## config.mk

```make
export PLATFORM = sky130hd
export DESIGN_NAME = calc_operand_ctrl
export DESIGN_NICKNAME = d
export VERILOG_FILES = /design/src/rtl/calc_operand_ctrl.sv
export SDC_FILE = /design/constraint.sdc
export NUM_CORES = 1
export LEC_CHECK = 0
export CORE_MARGIN = 2
export CORE_UTILIZATION = 50
export CTS_CLUSTER_SIZE = 40
export DETAILED_ROUTE_END_ITERATION = 6
export DONT_BUFFER_PORTS = 1
export GPL_TIMING_DRIVEN = 0
export PLACE_DENSITY = 0.71
export SYNTH_ARGS = -nofsm -noshare
export SYNTH_HDL_FRONTEND = slang
export SYNTH_SLANG_ARGS = --single-unit
```

## constraint.sdc

```tcl
create_clock -name i_clk -period 2.65 [get_ports i_clk]
set_input_delay 0.265 -clock i_clk [delete_from_list [all_inputs] [get_ports i_clk]]
set_output_delay 0.265 -clock i_clk [all_outputs]
set_load 0.01 [all_outputs]
```

## src/rtl/calc_operand_ctrl.sv

```systemverilog
// Calculator front-end: conditions four push buttons, sequences operand and mode capture for the add/sub datapath, and latches its result.
// Optional build macro CALC_OVERFLOW_FLAG_EN adds the o_ovf signed-overflow output.
module calc_operand_ctrl #(
  parameter int unsigned DEBOUNCE_CYCLES = 16'd50000,
  parameter int unsigned CNT_W           = 16
) (
  input  logic       i_clk,
  input  logic       i_reset_n,
  input  logic [3:0] i_sw,
  input  logic       i_btn_load,
  input  logic       i_btn_add,
  input  logic       i_btn_sub,
  input  logic       i_btn_clear,
  input  logic [3:0] i_sum,
  input  logic       i_c,
  output logic [3:0] o_a,
  output logic [3:0] o_b,
  output logic       o_mode,
  output logic [3:0] o_result,
  output logic       o_carry,
  output logic       o_valid,
  output logic [2:0] o_state
`ifdef CALC_OVERFLOW_FLAG_EN
  ,
  output logic       o_ovf
`endif
);

  typedef enum logic [2:0] {
    GET_A  = 3'd0,
    GET_OP = 3'd1,
    GET_B  = 3'd2,
    CALC   = 3'd3,
    SHOW   = 3'd4
  } state_t;

  localparam int unsigned BTN_LOAD  = 0;
  localparam int unsigned BTN_ADD   = 1;
  localparam int unsigned BTN_SUB   = 2;
  localparam int unsigned BTN_CLEAR = 3;

  localparam logic [CNT_W-1:0] DB_LIMIT = CNT_W'(DEBOUNCE_CYCLES);
  localparam logic [CNT_W-1:0] CNT_ONE  = {{(CNT_W-1){1'b0}}, 1'b1};
  localparam logic [CNT_W-1:0] CNT_ZERO = {CNT_W{1'b0}};

  logic [3:0]       btn_raw_s;
  logic [3:0]       sync1_q, sync1_d;
  logic [3:0]       sync2_q, sync2_d;
  logic [3:0]       stable_q, stable_d;
  logic [3:0]       stable_dly_q, stable_dly_d;
  logic [CNT_W-1:0] cnt_q [4];
  logic [CNT_W-1:0] cnt_d [4];
  logic [3:0]       pulse_s;

  state_t     state_q, state_d;
  logic [3:0] a_q, a_d;
  logic [3:0] b_q, b_d;
  logic       mode_q, mode_d;
  logic [3:0] result_q, result_d;
  logic       carry_q, carry_d;
  logic       valid_q, valid_d;
  logic       ovf_q, ovf_d;
  logic       ovf_calc_s;

  assign btn_raw_s = {i_btn_clear, i_btn_sub, i_btn_add, i_btn_load};
  assign pulse_s   = stable_q & ~stable_dly_q;

  // Button synchroniser, debounce counter and stable-level update.
  always_comb begin
    sync1_d      = btn_raw_s;
    sync2_d      = sync1_q;
    stable_dly_d = stable_q;
    stable_d     = stable_q;
    for (int i = 0; i < 4; i++) begin
      cnt_d[i] = CNT_ZERO;
      if (sync2_q[i] != stable_q[i]) begin
        if ((cnt_q[i] + CNT_ONE) == DB_LIMIT) begin
          stable_d[i] = sync2_q[i];
          cnt_d[i]    = CNT_ZERO;
        end else begin
          cnt_d[i] = cnt_q[i] + CNT_ONE;
        end
      end else begin
        cnt_d[i] = CNT_ZERO;
      end
    end
  end

  // Button conditioning registers.
  always_ff @(posedge i_clk or negedge i_reset_n) begin
    if (!i_reset_n) begin
      sync1_q      <= 4'd0;
      sync2_q      <= 4'd0;
      stable_q     <= 4'd0;
      stable_dly_q <= 4'd0;
      for (int i = 0; i < 4; i++) begin
        cnt_q[i] <= CNT_ZERO;
      end
    end else begin
      sync1_q      <= sync1_d;
      sync2_q      <= sync2_d;
      stable_q     <= stable_d;
      stable_dly_q <= stable_dly_d;
      for (int i = 0; i < 4; i++) begin
        cnt_q[i] <= cnt_d[i];
      end
    end
  end

  // Signed overflow of the adder's current operation, sampled only in CALC.
  always_comb begin
    if (mode_q) begin
      ovf_calc_s = (a_q[3] != b_q[3]) && (i_sum[3] != a_q[3]);
    end else begin
      ovf_calc_s = (a_q[3] == b_q[3]) && (i_sum[3] != a_q[3]);
    end
  end

  // Sequencer next-state and datapath register updates; clear dominates every other pulse.
  always_comb begin
    state_d  = state_q;
    a_d      = a_q;
    b_d      = b_q;
    mode_d   = mode_q;
    result_d = result_q;
    carry_d  = carry_q;
    ovf_d    = ovf_q;
    if (pulse_s[BTN_CLEAR]) begin
      state_d  = GET_A;
      a_d      = 4'd0;
      b_d      = 4'd0;
      mode_d   = 1'b0;
      result_d = 4'd0;
      carry_d  = 1'b0;
      ovf_d    = 1'b0;
    end else begin
      case (state_q)
        GET_A: begin
          if (pulse_s[BTN_LOAD]) begin
            a_d     = i_sw;
            state_d = GET_OP;
          end else begin
            state_d = GET_A;
          end
        end
        GET_OP: begin
          if (pulse_s[BTN_ADD]) begin
            mode_d  = 1'b0;
            state_d = GET_B;
          end else if (pulse_s[BTN_SUB]) begin
            mode_d  = 1'b1;
            state_d = GET_B;
          end else begin
            state_d = GET_OP;
          end
        end
        GET_B: begin
          if (pulse_s[BTN_LOAD]) begin
            b_d     = i_sw;
            state_d = CALC;
          end else begin
            state_d = GET_B;
          end
        end
        CALC: begin
          result_d = i_sum;
          carry_d  = i_c;
          ovf_d    = ovf_calc_s;
          state_d  = SHOW;
        end
        SHOW: begin
          if (pulse_s[BTN_LOAD]) begin
            a_d     = result_q;
            b_d     = 4'd0;
            state_d = GET_OP;
          end else begin
            state_d = SHOW;
          end
        end
        default: begin
          state_d = GET_A;
        end
      endcase
    end
    valid_d = (state_d == SHOW);
  end

  // Sequencer and result registers.
  always_ff @(posedge i_clk or negedge i_reset_n) begin
    if (!i_reset_n) begin
      state_q  <= GET_A;
      a_q      <= 4'd0;
      b_q      <= 4'd0;
      mode_q   <= 1'b0;
      result_q <= 4'd0;
      carry_q  <= 1'b0;
      valid_q  <= 1'b0;
      ovf_q    <= 1'b0;
    end else begin
      state_q  <= state_d;
      a_q      <= a_d;
      b_q      <= b_d;
      mode_q   <= mode_d;
      result_q <= result_d;
      carry_q  <= carry_d;
      valid_q  <= valid_d;
      ovf_q    <= ovf_d;
    end
  end

  assign o_a      = a_q;
  assign o_b      = b_q;
  assign o_mode   = mode_q;
  assign o_result = result_q;
  assign o_carry  = carry_q;
  assign o_valid  = valid_q;
  assign o_state  = state_q;

`ifdef CALC_OVERFLOW_FLAG_EN
  assign o_ovf = ovf_q;
`else
  logic unused_ovf_s;
  assign unused_ovf_s = ovf_q;
`endif

endmodule

```

* Word-level counts from Yosys, hierarchy flattened
Cells that the tools add are included.
** Storage, ports and cells
- Input bits :: 15
- Bits in registers :: 98
** Operators by class
- Multiplexer cells :: 30
- $add $sub $neg :: 4
- Bitwise operators :: 2
- Equal/unequal tests :: 16
- Reductions and logical operators :: 13
** Operators by type and width (count)
- 16-bit 2-to-1 mux :: 8
- 16-bit by 1-bit adder with 16-bit output, second input constant :: 4
- 16-bit equality test, second input constant :: 4
- 4-bit 2-to-1 mux :: 7
- 4-bit case mux with 2 select lines :: 2
- 3-bit case mux with 5 select lines :: 1
- 2-bit AND reduction :: 5
- 3-bit != test, second input constant :: 3
- 3-bit nonzero test :: 3
- 1-bit 2-to-1 mux :: 8
- 3-bit by 2-bit equality test with 1-bit output, second input constant :: 2
- 3-bit equality test, second input constant :: 2
- 3-bit 2-to-1 mux :: 2
- 3-bit AND reduction :: 2
- 4-bit bitwise AND :: 1
- 2-bit 2-to-1 mux :: 2
- 1-bit != test :: 4
- 4-bit inverter :: 1
- 2-bit nonzero test :: 2
- 3-bit by 1-bit equality test with 1-bit output, second input constant :: 1
- 3-bit logical NOT :: 1

* Logic depth before layout (Yosys ltp)
- Word-level depth :: 7
- Mapped depth :: 9

* Least setup slack after synthesis
OpenSTA, ideal clock, no wires.
- Kind :: register to register
- Start :: register cnt_q[32] in the netlist's numbering
- End :: register stable_q[1], in the netlist stable_dly_d[1]
- Cell stages (with the launch flop) :: 8
- Setup time :: 125 ps
- Slack :: 437 ps
- Buffers on the path :: 1
- Data arrival time :: 2088 ps
- Period minus slack after synthesis :: 2213 ps
- Path through :: dfrtp_1 > ha_1 > buf_4 > or4_2 > a31oi_1 > and3_1 > nand3_1 > mux2_4
** On the way
- Cells in the longest elaborated chain, start to end :: 3
** Ends and longest elaborated chain
- start: declaration :: line 51 : logic [CNT_W-1:0] cnt_q [4];
- start signal: indexed assignment :: line 105 : cnt_q[i] <= cnt_d[i];
- 16-bit by 1-bit adder with 16-bit output :: line 77 : if ((cnt_q[i] + CNT_ONE) == DB_LIMIT) begin
- 16-bit equality test :: line 77
- 2-bit AND reduction (no source line)
- end signal: assignment :: line 102 : stable_q <= stable_d;
- end: declaration :: line 49 : logic [3:0] stable_q, stable_d;
Every way passes these cells.
A chain may end at the register's enable or synchronous reset.

==> flow_metrics.env <==
export IMPL_grt_usage_pct=17.80
export IMPL_numPlacedInstances=603
export IMPL_synth_area_leaders="dfrtp_1 51%, nor2_1 6.3%, xor2_1 5.5%"
export IMPL_worstRegToRegCells=8
export IMPL_place_congestion=0.8488
export IMPL_drc_errors=0
export IMPL_fin_crit_sh_pct=91.84
export IMPL_synth_edf_count=0
export IMPL_crit_slowest_cell="nor4_1"
export IMPL_firstDrtPassIters=5
export IMPL_synth_nets=493
export IMPL_root_buffer="clkbuf_8"
export IMPL_yosysTopAreaCell="dfrtp_1"
export IMPL_status="completed"
export IMPL_irDropWorstVdd_mv=0.2357
export IMPL_async_flop_share_pct=100.0
export IMPL_cp_top_family="simple AND/OR/NAND/NOR gates"
export IMPL_drtIter0Drc=141
export IMPL_slew_violations=0
export IMPL_die_y_um=102.2
export IMPL_die_w_um=102.2
export IMPL_netlist_area_mm2=0.004817
export IMPL_cellPowerDensity_mw_per_mm2=500.6
export IMPL_r2r_start="cnt_q[48]"
export IMPL_grt_pass1_wl_mm=14.85
export IMPL_initial_core_util_pct=51.89
export IMPL_clock_skew_ns=0.008651
export IMPL_setup_violations_final=0
export IMPL_critPathBufInv=2
export IMPL_required_ns=2.88
export IMPL_critical_path_max_stage_delay_ns=0.44
export IMPL_rows=35
export IMPL_fp_coreArea_mm2=0.009284
export IMPL_ys_ff_latch=98
export IMPL_grt_max_degree=99
export IMPL_netlist_instances=474
export IMPL_rsz0062_at_grt="no"
export IMPL_synth_warnings=0
export IMPL_dieArea_mm2=0.01044
export IMPL_cts_max_path_buffers=2
export IMPL_cts_tree="yes"
export IMPL_ys_types=58
export IMPL_fin_cells=624
export IMPL_synth_seq_area_share_pct=50.91
export IMPL_n_antenna_cell=0
export IMPL_slew_headroom_pct=35.84
export IMPL_finalSetupTns_ns=0
export IMPL_cts_made_buffers=9
export IMPL_post_route_util_pct=56.78
export IMPL_critPathMaxFanout=10
export IMPL_ant_nets=0
export IMPL_period_minus_slack_ns=2.434
export IMPL_maxCapViolCount=0
export IMPL_area_growth_pct=9.429
export IMPL_startpoint="cnt_q[48]"
export IMPL_worstSetupPathType="flop to flop"
export IMPL_cp_cell_sequence="ha_1, clkbuf_2, nand4_1, nor4_1, xor2_1, a41o_2, buf_4, nor2_1"
export IMPL_clock_sinks=98
export IMPL_ys_flop_type="dfrtp_1"
export IMPL_synth_top_area_share_pct=50.91
export IMPL_htreeDepth=3
export IMPL_pin_count=33
export IMPL_hold_viol_final=0
export IMPL_overflow=0
export IMPL_r2r_slack_ns=0.22
export IMPL_clk_pin_slew_ns=0.09
export IMPL_routed_wl_mm=8.556
export IMPL_insertion_delay_ns=0.35
export IMPL_first_global_vias=3342
export IMPL_max_freq_mhz=410.9
export IMPL_io_buffers=0
export IMPL_crit_cells=8
export IMPL_nets=510
export IMPL_post_cts_setup_buffers=0
export IMPL_antenna_found_initial=0
export IMPL_cp_arrival_ns=2.66
export IMPL_startpoint_type="flop"
export IMPL_hpwl_mm=5.987
export IMPL_worstMarginPinSlew_ns=0.9603
export IMPL_layout_drive_gt1_share_pct=8.889
export IMPL_avgSynthCellArea_um2=10.16
export IMPL_regToRegEndpoint="cnt_q[56]"
export IMPL_via_per_inst=5.514
export IMPL_drt_wirelength_per_cell_um=13.71
export IMPL_crit_path_end_kind="flop"
export IMPL_endpoint="cnt_q[56]"
export IMPL_num_vias=3441
export IMPL_hp_class="primary input to flop"
export IMPL_leakage_nw=2.261
==> sequential cells by signal (all words and copies together), names as in the netlist <==
register      cells
cnt_q            64
o_a               4
o_b               4
o_result          4
stable_dly_d      4
stable_dly_q      4
sync1_q           4
sync2_q           4
o_state           3
o_carry           1
o_mode            1
o_valid           1
==> metrics by stage <==
stage               power [W]  cell area (µm²)  hold slack [ns]  setup slack, ns
floorplan            0.001640             4817         -0.03059           0.4366
global route         0.002774             5271          0.07786          0.01961
global placement     0.001658             4979         -0.02813           0.2234
finish               0.002639             5271          0.07675           0.2163
CTS                  0.002685             5259          0.04869           0.1629
detailed placement   0.001661             4979         -0.02775           0.1932
==> per-layer routing <==
metal  global-route usage (%)  vias to the layer above  share of wire [%]
met5                        0                        -                  0
li1                         -                     1697                  -
met3                    3.488                       13                4.7
met2                    30.01                       70                 47
met1                    22.73                     1661                 47
met4                    6.872                        0                1.5
==> synth_stat cells, drive strengths merged, types with 8 or more instances <==
cell and instances:
dfrtp 98, nor2 81, xor2 30, xnor2 27
nand3 26, nand4 22, nand2 19, a21oi 14
inv 12, clkbuf 11, nor2b 10, and3 9
mux2i 9, and4 8, buf 8, nor3 8
==> power by group <==
group / switching, W / leakage (nW) / internal [W] / total [W]
Clock: 0.000488 / 0.101 / 0.000483 / 0.000971
Combinational: 0.0000765 / 0.860 / 0.0000420 / 0.000118
Sequential: 0.0000280 / 1.30 / 0.00152 / 0.00155
==> final cells by class <==
| cell class | instances | area, µm² |
|---|---|---|
| Sequential cell | 98 | 2452 |
| Multi-Input combinational cell | 345 | 2238 |
| Clock inverter | 4 | 51.30 |
| Clock buffer | 11 | 151.4 |
| Fill cell | 819 | 4013 |
| Timing Repair Buffer | 6 | 77.57 |
| Tap cell | 129 | 161.4 |
| Buffer | 19 | 93.84 |
| Inverter | 12 | 45.04 |
==> kinds of logic after synthesis <==
logic type	Yosys count	synth area share, %
flip-flops	98	50.91
XOR/XNOR	57	10.36
multiplexers	13	2.883
AO/OA/AOI/OAI	45	6.650
AND/OR/NAND/NOR	226	25.27
adder cells (fa/ha/maj)	4	1.039
buffers and inverters	31	2.883
==> cell usage in the layout, fill, tap and decap left out, types with 11 or more instances in the layout <==
master     n
nand2_1   19
inv_1     12
a21oi_1   14
nor2_1    81
xnor2_1   27
clkbuf_8  11
xor2_1    30
nand3_1   24
nand4_1   20
dfrtp_1   98
==> repair_timing <==
action	CTS	global route
hold buffers	6	0
endpoints found under the setup margin	0	7
resized for setup	0	1
hold endpoints to repair	102	0
==> worst reg2reg max path, cell delays in order, from the launching register on <==
cell      delay, ns
dfrtp_1        0.42
ha_1           0.16
clkbuf_2       0.18
nand4_1        0.24
nor4_1         0.44
xor2_1         0.31
a41o_2         0.31
buf_4          0.19
nor2_1         0.06
==> how the worst min path moves through the flow <==
stage / slack, ns / endpoint / cells after the start / from
global route: 0.08 / o_result[1] / 2 / i_sum[1]
CTS: 0.05 / o_result[0] / 2 / i_sum[0]
floorplan: -0.03 / cnt_q[0] / 0 / i_reset_n
detailed placement: -0.03 / cnt_q[53] / 0 / i_reset_n
global placement: -0.03 / cnt_q[53] / 0 / i_reset_n
finish: 0.08 / o_result[0] / 2 / i_sum[0]
Power figures use the tool's default switching activity.
